<file path="src/rtl/kb_event_ctrl.sv">
// kb_event_ctrl
//   Decodes the PS/2 set-2 byte stream (make / F0 break / E0 extended) into
//   per-key held state and one-cycle press pulses, and generates auto-repeat
//   press pulses for the four direction keys (last pressed direction wins).
//
// Ports
//   clk            in   system clock
//   reset          in   asynchronous, active-high reset
//   scan_done_tick in   one-cycle strobe, scan_code valid in that cycle
//   scan_code      in   received byte [7:0]
//   held           out  key currently down [5:0]
//                       (0 left, 1 right, 2 up, 3 down, 4 game_reset, 5 enter)
//   press          out  one-cycle pulse per key event / repeat, same bit order
module kb_event_ctrl #(
    parameter int unsigned REPEAT_DELAY = 50_000_000,
    parameter int unsigned REPEAT_RATE  = 10_000_000,
    parameter int unsigned CNT_W        = 26
) (
    input  logic       clk,
    input  logic       reset,
    input  logic       scan_done_tick,
    input  logic [7:0] scan_code,
    output logic [5:0] held,
    output logic [5:0] press
);

    typedef enum logic [1:0] {
        S_IDLE,
        S_BREAK,
        S_EXT,
        S_EXT_BREAK
    } state_t;

    localparam logic [CNT_W-1:0] DELAY_M1 = CNT_W'(REPEAT_DELAY - 1);
    localparam logic [CNT_W-1:0] RATE_M1  = CNT_W'(REPEAT_RATE - 1);

    state_t           state_q, state_d;
    logic [5:0]       held_q, held_d;
    logic [5:0]       press_q, press_d;
    logic [1:0]       active_dir_q, active_dir_d;
    logic             active_vld_q, active_vld_d;
    logic [CNT_W-1:0] rcnt_q, rcnt_d;

    logic       ev_make, ev_break, ev_ext;
    logic       key_vld;
    logic [2:0] key_idx;
    logic       new_make, new_dir, stop_active, rep_fire;

    // Byte sequencing: decide whether this byte completes a make or a break.
    always_comb begin
        state_d  = state_q;
        ev_make  = 1'b0;
        ev_break = 1'b0;
        ev_ext   = 1'b0;
        if (scan_done_tick) begin
            case (state_q)
                S_IDLE: begin
                    if (scan_code == 8'hF0)      state_d = S_BREAK;
                    else if (scan_code == 8'hE0) state_d = S_EXT;
                    else                         ev_make = 1'b1;
                end
                S_BREAK: begin
                    ev_break = 1'b1;
                    state_d  = S_IDLE;
                end
                S_EXT: begin
                    if (scan_code == 8'hF0) begin
                        state_d = S_EXT_BREAK;
                    end else if (scan_code != 8'hE0) begin
                        ev_make = 1'b1;
                        ev_ext  = 1'b1;
                        state_d = S_IDLE;
                    end
                end
                default: begin
                    ev_break = 1'b1;
                    ev_ext   = 1'b1;
                    state_d  = S_IDLE;
                end
            endcase
        end
    end

    // Key map
    always_comb begin
        key_vld = 1'b0;
        key_idx = 3'd0;
        if (!ev_ext) begin
            case (scan_code)
                8'h1C: begin key_vld = 1'b1; key_idx = 3'd0; end
                8'h23: begin key_vld = 1'b1; key_idx = 3'd1; end
                8'h1D: begin key_vld = 1'b1; key_idx = 3'd2; end
                8'h1B: begin key_vld = 1'b1; key_idx = 3'd3; end
                8'h2D: begin key_vld = 1'b1; key_idx = 3'd4; end
                8'h29: begin key_vld = 1'b1; key_idx = 3'd5; end
                default: ;
            endcase
        end else begin
            case (scan_code)
                8'h6B: begin key_vld = 1'b1; key_idx = 3'd0; end
                8'h74: begin key_vld = 1'b1; key_idx = 3'd1; end
                8'h75: begin key_vld = 1'b1; key_idx = 3'd2; end
                8'h72: begin key_vld = 1'b1; key_idx = 3'd3; end
                default: ;
            endcase
        end
    end

    // Held/press update and repeat scheduling
    always_comb begin
        held_d       = held_q;
        press_d      = '0;
        active_dir_d = active_dir_q;
        active_vld_d = active_vld_q;
        rcnt_d       = rcnt_q;

        // Typematic resends (key already held) are dropped entirely.
        new_make    = ev_make && key_vld && !held_q[key_idx];
        new_dir     = new_make && !key_idx[2];
        stop_active = ev_break && key_vld && !key_idx[2] && active_vld_q &&
                      (active_dir_q == key_idx[1:0]);
        rep_fire    = active_vld_q && (rcnt_q == '0);

        if (active_vld_q) begin
            rcnt_d = rep_fire ? RATE_M1 : rcnt_q - CNT_W'(1);
        end

        if (new_make) begin
            held_d[key_idx]  = 1'b1;
            press_d[key_idx] = 1'b1;
        end
        if (ev_break && key_vld) begin
            held_d[key_idx] = 1'b0;
        end

        // A fresh direction make or a break of the active direction
        // overrides the repeat that would have fired this cycle.
        if (new_dir) begin
            active_dir_d = key_idx[1:0];
            active_vld_d = 1'b1;
            rcnt_d       = DELAY_M1;
        end else if (stop_active) begin
            active_vld_d = 1'b0;
            rcnt_d       = '0;
        end else if (rep_fire) begin
            press_d = press_d | (6'b000001 << active_dir_q);
        end
    end

    always_ff @(posedge clk or posedge reset) begin
        if (reset) begin
            state_q      <= S_IDLE;
            held_q       <= '0;
            press_q      <= '0;
            active_dir_q <= '0;
            active_vld_q <= 1'b0;
            rcnt_q       <= '0;
        end else begin
            state_q      <= state_d;
            held_q       <= held_d;
            press_q      <= press_d;
            active_dir_q <= active_dir_d;
            active_vld_q <= active_vld_d;
            rcnt_q       <= rcnt_d;
        end
    end

    assign held  = held_q;
    assign press = press_q;

endmodule

</file>
<file path="config.mk">
export PLATFORM = sky130hd
export DESIGN_NAME = kb_event_ctrl
export DESIGN_NICKNAME = d
export VERILOG_FILES = /design/src/rtl/kb_event_ctrl.sv
export SDC_FILE = /design/constraint.sdc
export NUM_CORES = 1
export LEC_CHECK = 0
export ABC_AREA = 1
export ABC_CLOCK_PERIOD_IN_PS = 5600
export CAP_MARGIN = 30
export CORE_AREA = 2 2 92 94
export CTS_CLUSTER_DIAMETER = 150
export CTS_CLUSTER_SIZE = 20
export DETAILED_ROUTE_END_ITERATION = 6
export DIE_AREA = 0 0 94 96
export GPL_ROUTABILITY_DRIVEN = 0
export PLACE_DENSITY = 0.62
export RECOVER_POWER = 100
export SLEW_MARGIN = 10
export SYNTH_ARGS = -nofsm -noshare
export SYNTH_HDL_FRONTEND = slang
export SYNTH_SLANG_ARGS = --single-unit
</file>
<file path="constraint.sdc">
create_clock -name clk -period 5.6 [get_ports clk]
set_input_delay 1.68 -clock clk [delete_from_list [all_inputs] [get_ports clk]]
set_output_delay 1.68 -clock clk [all_outputs]
set_load 0.01 [all_outputs]
</file>
Yosys cells after proc, flatten, opt, wreduce, memory -nomap -nowiden. Cells that the tools add are included. W data, S select, Z words.

$add $sub $neg: 1. $mul: 0. Div/mod/pow operators: 0. Order comparisons: 2. Equal/unequal tests: 18. Shift-type cells: 1. Muxes and demuxes: 37. Bitwise operators: 4. Reductions and logical operators: 20.

Operators by type and width (number): $mux W26 (4); $mux W6 (6); $eq A8 B7 Y1 const B (4); $logic_not A26 Y1 (1); $sub A26 B1 Y26 const B (1); $eq A8 B5 Y1 const B (3); $eq A8 B6 Y1 const B (3); $eq A8 B8 Y1 const B (2); $mux W1 (15); $pmux W3 S5 (1); $or A6 B6 Y6 (2); $logic_and A1 B1 Y1 (9); $mux W2 (4); $ne A8 B8 Y1 const B (1); $and A6 B6 Y6 (1); $ne A3 B3 Y1 const B (2); $not A6 Y6 (1); $pmux W2 S3 (1); $reduce_or A6 Y1 (1); $shl A1 B2 Y6 const A (1); $lt A3 B4 Y1 const B (1); $pmux W1 S2 (2); $pmux W2 S2 (1); $reduce_or A2 Y1 (2); 13 further kinds (14).

Register bits: 43. Bits in latches: 0. Bits in writable memories: 0. Bits in read-only memories: 0. Input port bits: 11. Output and inout port bits: 12. Logic and storage cells: 89. Memories: 0.

Longest topological paths before layout.
Depth in word-level cells: 15. Mapped depth: 17. Gate-level depth less buffers: 17.

Worst setup path before layout. Ideal clock, no wire load.

Path kind: input port to flip-flop. Start point: input scan_code[1]. End point: register rcnt_q[15]. Setup time: 0.128 ns. Arrival: 3.053 ns. Data required time: 5.472 ns. Path slack: 2.419 ns. Stages on the path: 17. Path buffers: 1. Cell sequence: inv_2 -> nand2_1 -> nor2_2 -> nand2_1 -> nand2_2 -> nand2_4 -> nand2_4 -> nand2_2 -> nand2_2 -> nand2_1 -> nand2_1 -> nand3_2 -> nand2_2 -> inv_2 -> buf_6 -> o21ai_2 -> nand3_1.

Cells in the longest elaborated chain, start to end: 12. Elaborated cells between the ends (all ways): 44. Those cells by class: eq/ne (14); mux (18); reduce/logical (12).

Ends and longest elaborated chain: start: declaration (RTL line 22) `input logic [7:0] scan_code,`; $ne A8 B8 Y1 (RTL line 69) `end else if (scan_code != 8'hE0) begin`; $mux W1 (RTL line 69); $mux W1 (RTL line 67) `if (scan_code == 8'hF0) begin`; $pmux W1 S2 (RTL line 56) `case (state_q)`; $mux W1 (RTL line 55) `if (scan_done_tick) begin`; $mux W3 / $mux W1 (equally long branches) (RTL line 88) `if (!ev_ext) begin`; $bmux W1 S3 (tied with other cells) (RTL line 118) `new_make = ev_make && key_vld && !held_q[key_idx];`; $mux W1 (implied by the code) / $logic_and A1 B1 Y1 (equally long branches) (RTL line 118, 120); $logic_not A1 Y1 / $logic_and A1 B1 Y1 (equally long branches) (RTL line 118, 120); $logic_and A1 B1 Y1 (on tied branches) (RTL line 118, 120); $logic_and A1 B1 Y1 / $mux W26 (equally long branches) (RTL line 119, 142); $reduce_bool A3 Y1 (no line) / $mux W26 (equally long branches); end signal: assignment (RTL line 164) `rcnt_q <= rcnt_d;`; end: declaration (RTL line 42) `logic [CNT_W-1:0] rcnt_q, rcnt_d;`.

Parallel ways exist; a longest one is shown, timed or not. The select of a mux whose other input is x is not followed. A chain may end at the register's enable or synchronous reset.

Final worst setup path.
Start point: input scan_code[0]. End point: register rcnt_q[24].

Same word-level chain as after synthesis.

==> out/qor.csv <==
metric;value;unit
prevailing post-synth register cell;dfrtp_1;
final std cells w/o fill;562;
Starting Density;37.1;%
clk root buf;clkbuf_8;
synth unique cells;35;
Post-Syn Instances;432;
dpl cells;554;
slowest CP cell;dlygate4sd3_1;
CTS hold repair buffers;0;
diode count;0;
Req. time, crit path;5.78;ns
CP Launch Type;input pin;
kind of critical path;in2reg;
# DRC;0;
final instance area;0.00337;mm2
failing checks;capacitance limit, slew limit;
fin crit share;80.6;%
register clock-pin slew on the reported worst setup and hold paths;0.08;ns
asr flop ratio synth;100;%
Synth area leader;dfrtp_1;
max-cap viol count;1;
Layout Skew;0.00780;ns
standby leakage power;1.72;nW
Syn Area/Cell;6.92;um2
Die X;94;um
Hold Vio Cnt, Final;0;
largest delay contributor family on the critical path;simple AND/OR/NAND/NOR gates;
register area share after synthesis;36.0;%
DR pass1 iterations;4;
CP peak stage delay;0.60;ns
clk_lat worst skew;0.29;ns
Synth warnings;0;
syn_nets;444;
#FFs+latches synth;43;
WP data arrival;4.69;ns
all-layer global routing usage;16.4;%
RSZ-0062 raised after global routing;false;
Yosys top cell area share;36.0;%
crit path capture type;flop;
WL final;6.82;mm
CP bufs+invs;4;
critical-path cell list;dlygate4sd3_1 > inv_2 > nand2_1 > nor2_1 > nand2_1 > nand2_1 > nand2_4 > nand2_1 > nand2_1 > nand2_1 > inv_1 > nand3_4 > nand4_4 > nand2_1 > inv_1 > nand2_1 > nand2_1;
die area;0.00902;mm2
Max-Slew Margin vs Limit;-52.7;%
per-cell routed wire length;12.1;um
total placed instance area;0.00330;mm2
R2R depth;12;
hold depth;2;
Final #Nets;468;
P&R area growth vs syn;12.8;%
post_cts resized;0;
post-route ant nets;0;
hpwl dp;5.13;mm
port bufs;22;
via-per-instance ratio;4.85;
initial antenna violation count;0;
IO Pins;23;
mapped cell area;0.00299;mm2
chip height;96;um
first-pass GRT wire length;11.8;mm
CP max FO;34;
Least-Margin Pin Slew;2.29;ns
Setup Buffers After CTS;0;
Congestion Overflow GR;0;
Synth area leaders;dfrtp_1, nand2_1, inv_1;
Max Freq;222;MHz
status;finished, violations left;
most used cell, CP;nand2_1;
TNS Setup;0;ns
Post-Route Utilization;41.9;%
CTS tree;yes;
largest net degree at the start of global routing;44;
CTS Sinks;43;
Power Density;332;mW/mm2
Std-Cell Core Area;0.00805;mm2
via count;2724;
Hold Crit Class;reg2reg;
Rows;33;
Final min period;4.51;ns
Clock Path Buffers;2;
Final Slew Violations;44;
vias in the first global route;2562;
worst vdd ir;0.119;mV
number of synthesized flops with an enable pin;0;
critical path depth;17;
fraction of layout cells with a size suffix above 1;7.22;%
1st-iter DRT viols;134;
total CTS buffers;5;
# setup viols final;0;
htree depth;2;
area by class of cell:
type | instances | area (um2)
clock buffer | 5 | 68.8
clock inverter | 3 | 43.8
fill | 865 | 4680
inverter | 68 | 255
multi-input combinational | 315 | 1570
sequential | 43 | 1080
tap | 105 | 131
timing repair buffer | 23 | 224
synthesized netlist by cell type, types with 2 or more instances:
library cell,instances
xnor2_1,5
nor4_1,3
nor3_2,6
a21oi_1,7
nor2_2,5
inv_1,62
o21bai_1,2
o21ai_0,19
o21ai_1,8
nand3_2,3
nand3_1,40
nor2_1,53
nand2_4,3
nor3_1,9
inv_2,6
xor2_1,11
nand2_1,102
buf_6,2
nand2_2,9
nand4_1,17
clkbuf_1,2
dfrtp_1,43
a22oi_1,3
worst register-to-register path, cell delays in order (launching register included):
cell and delay [ns]:
dfrtp_1 0.42, inv_1 0.13, nand2_4 0.08, nand2_1 0.22, nand2_1 0.14, nand2_1 0.22, inv_1 0.16, nand3_4 0.17
nand4_4 0.42, nand2_1 0.26, inv_1 0.09, nand2_1 0.06, nand2_1 0.05
path summary, 6_finish.rpt:
check,from,endpoint,slack [ns]
worst min-delay path,rcnt_q[0],rcnt_q[0],0.51
worst max-delay path,scan_code[0],rcnt_q[24],1.09
max in group asynchronous,reset,rcnt_q[22],1.63
worst min register to register,rcnt_q[0],rcnt_q[0],0.51
worst max register to register,state_q[0],rcnt_q[24],3.06
min in group asynchronous,reset,held[3],2.66
layout by cell type, fill, tap and decap left out, drive strengths merged:
cell	instances
dfrtp	43
clkdlybuf4s50	8
ha	1
dlygate4sd3	14
o311ai	1
inv	67
nor4	3
xor2	11
xnor2	5
or2	2
clkinv	3
nand3b	1
nand3	44
o21ai	28
o211ai	1
nor3	15
o21bai	2
nand4	18
a31oi	1
clkbuf	6
a21oi	7
nand2	114
a22oi	3
bufinv	1
nor2	58
power by group:
| group | leakage, nW | internal [W] | switching [W] |
|---|---|---|---|
| sequential | 0.549 | 0.000387 | 0.0000744 |
| combinational | 1.11 | 0.000155 | 0.000257 |
| clock | 0.0581 | 0.000133 | 0.000110 |
| total | 1.72 | 0.000675 | 0.000442 |
sequential cells by signal (all words and copies together), names as in the netlist:
register      cells
active_dir_q      2
active_vld_q      1
held              6
press             6
rcnt_q           26
state_q           2
metrics by stage:
step	setup slack, ns	power [W]	hold WS, ns
6_report	1.09	0.00112	0.510
3_5_place_dp	1.30	0.000885	0.482
5_1_grt	0.663	0.00122	0.543
3_3_place_gp	1.41	0.000879	0.480
2_1_floorplan	2.42	0.000794	0.465
4_1_cts	1.62	0.00114	0.507
cell families (layout without fill, tap and decap cells):
group / after synthesis / after routing / share of synthesized area (%)
DFF: 43 / 43 / 36.0
buffers and inverters: 74 / 99 / 9.97
and+or+nand+nor: 255 / 255 / 40.9
xor gates and xnor gates: 16 / 16 / 4.69
AOI/OAI and AO/OA: 43 / 43 / 8.00
adders and majority gates: 1 / 1 / 0.419
metal layers:
| metal | GRT usage, % | vias to the layer above | part of all wire, % |
|---|---|---|---|
| met5 | 0 | - | 0 |
| met4 | 4.23 | 0 | 1.1 |
| met3 | 2.58 | 5 | 3.0 |
| met2 | 26.4 | 39 | 46 |
| met1 | 23.0 | 1249 | 50 |
| li1 | - | 1431 | - |
Note: power is estimated with default switching activity, not from simulation.
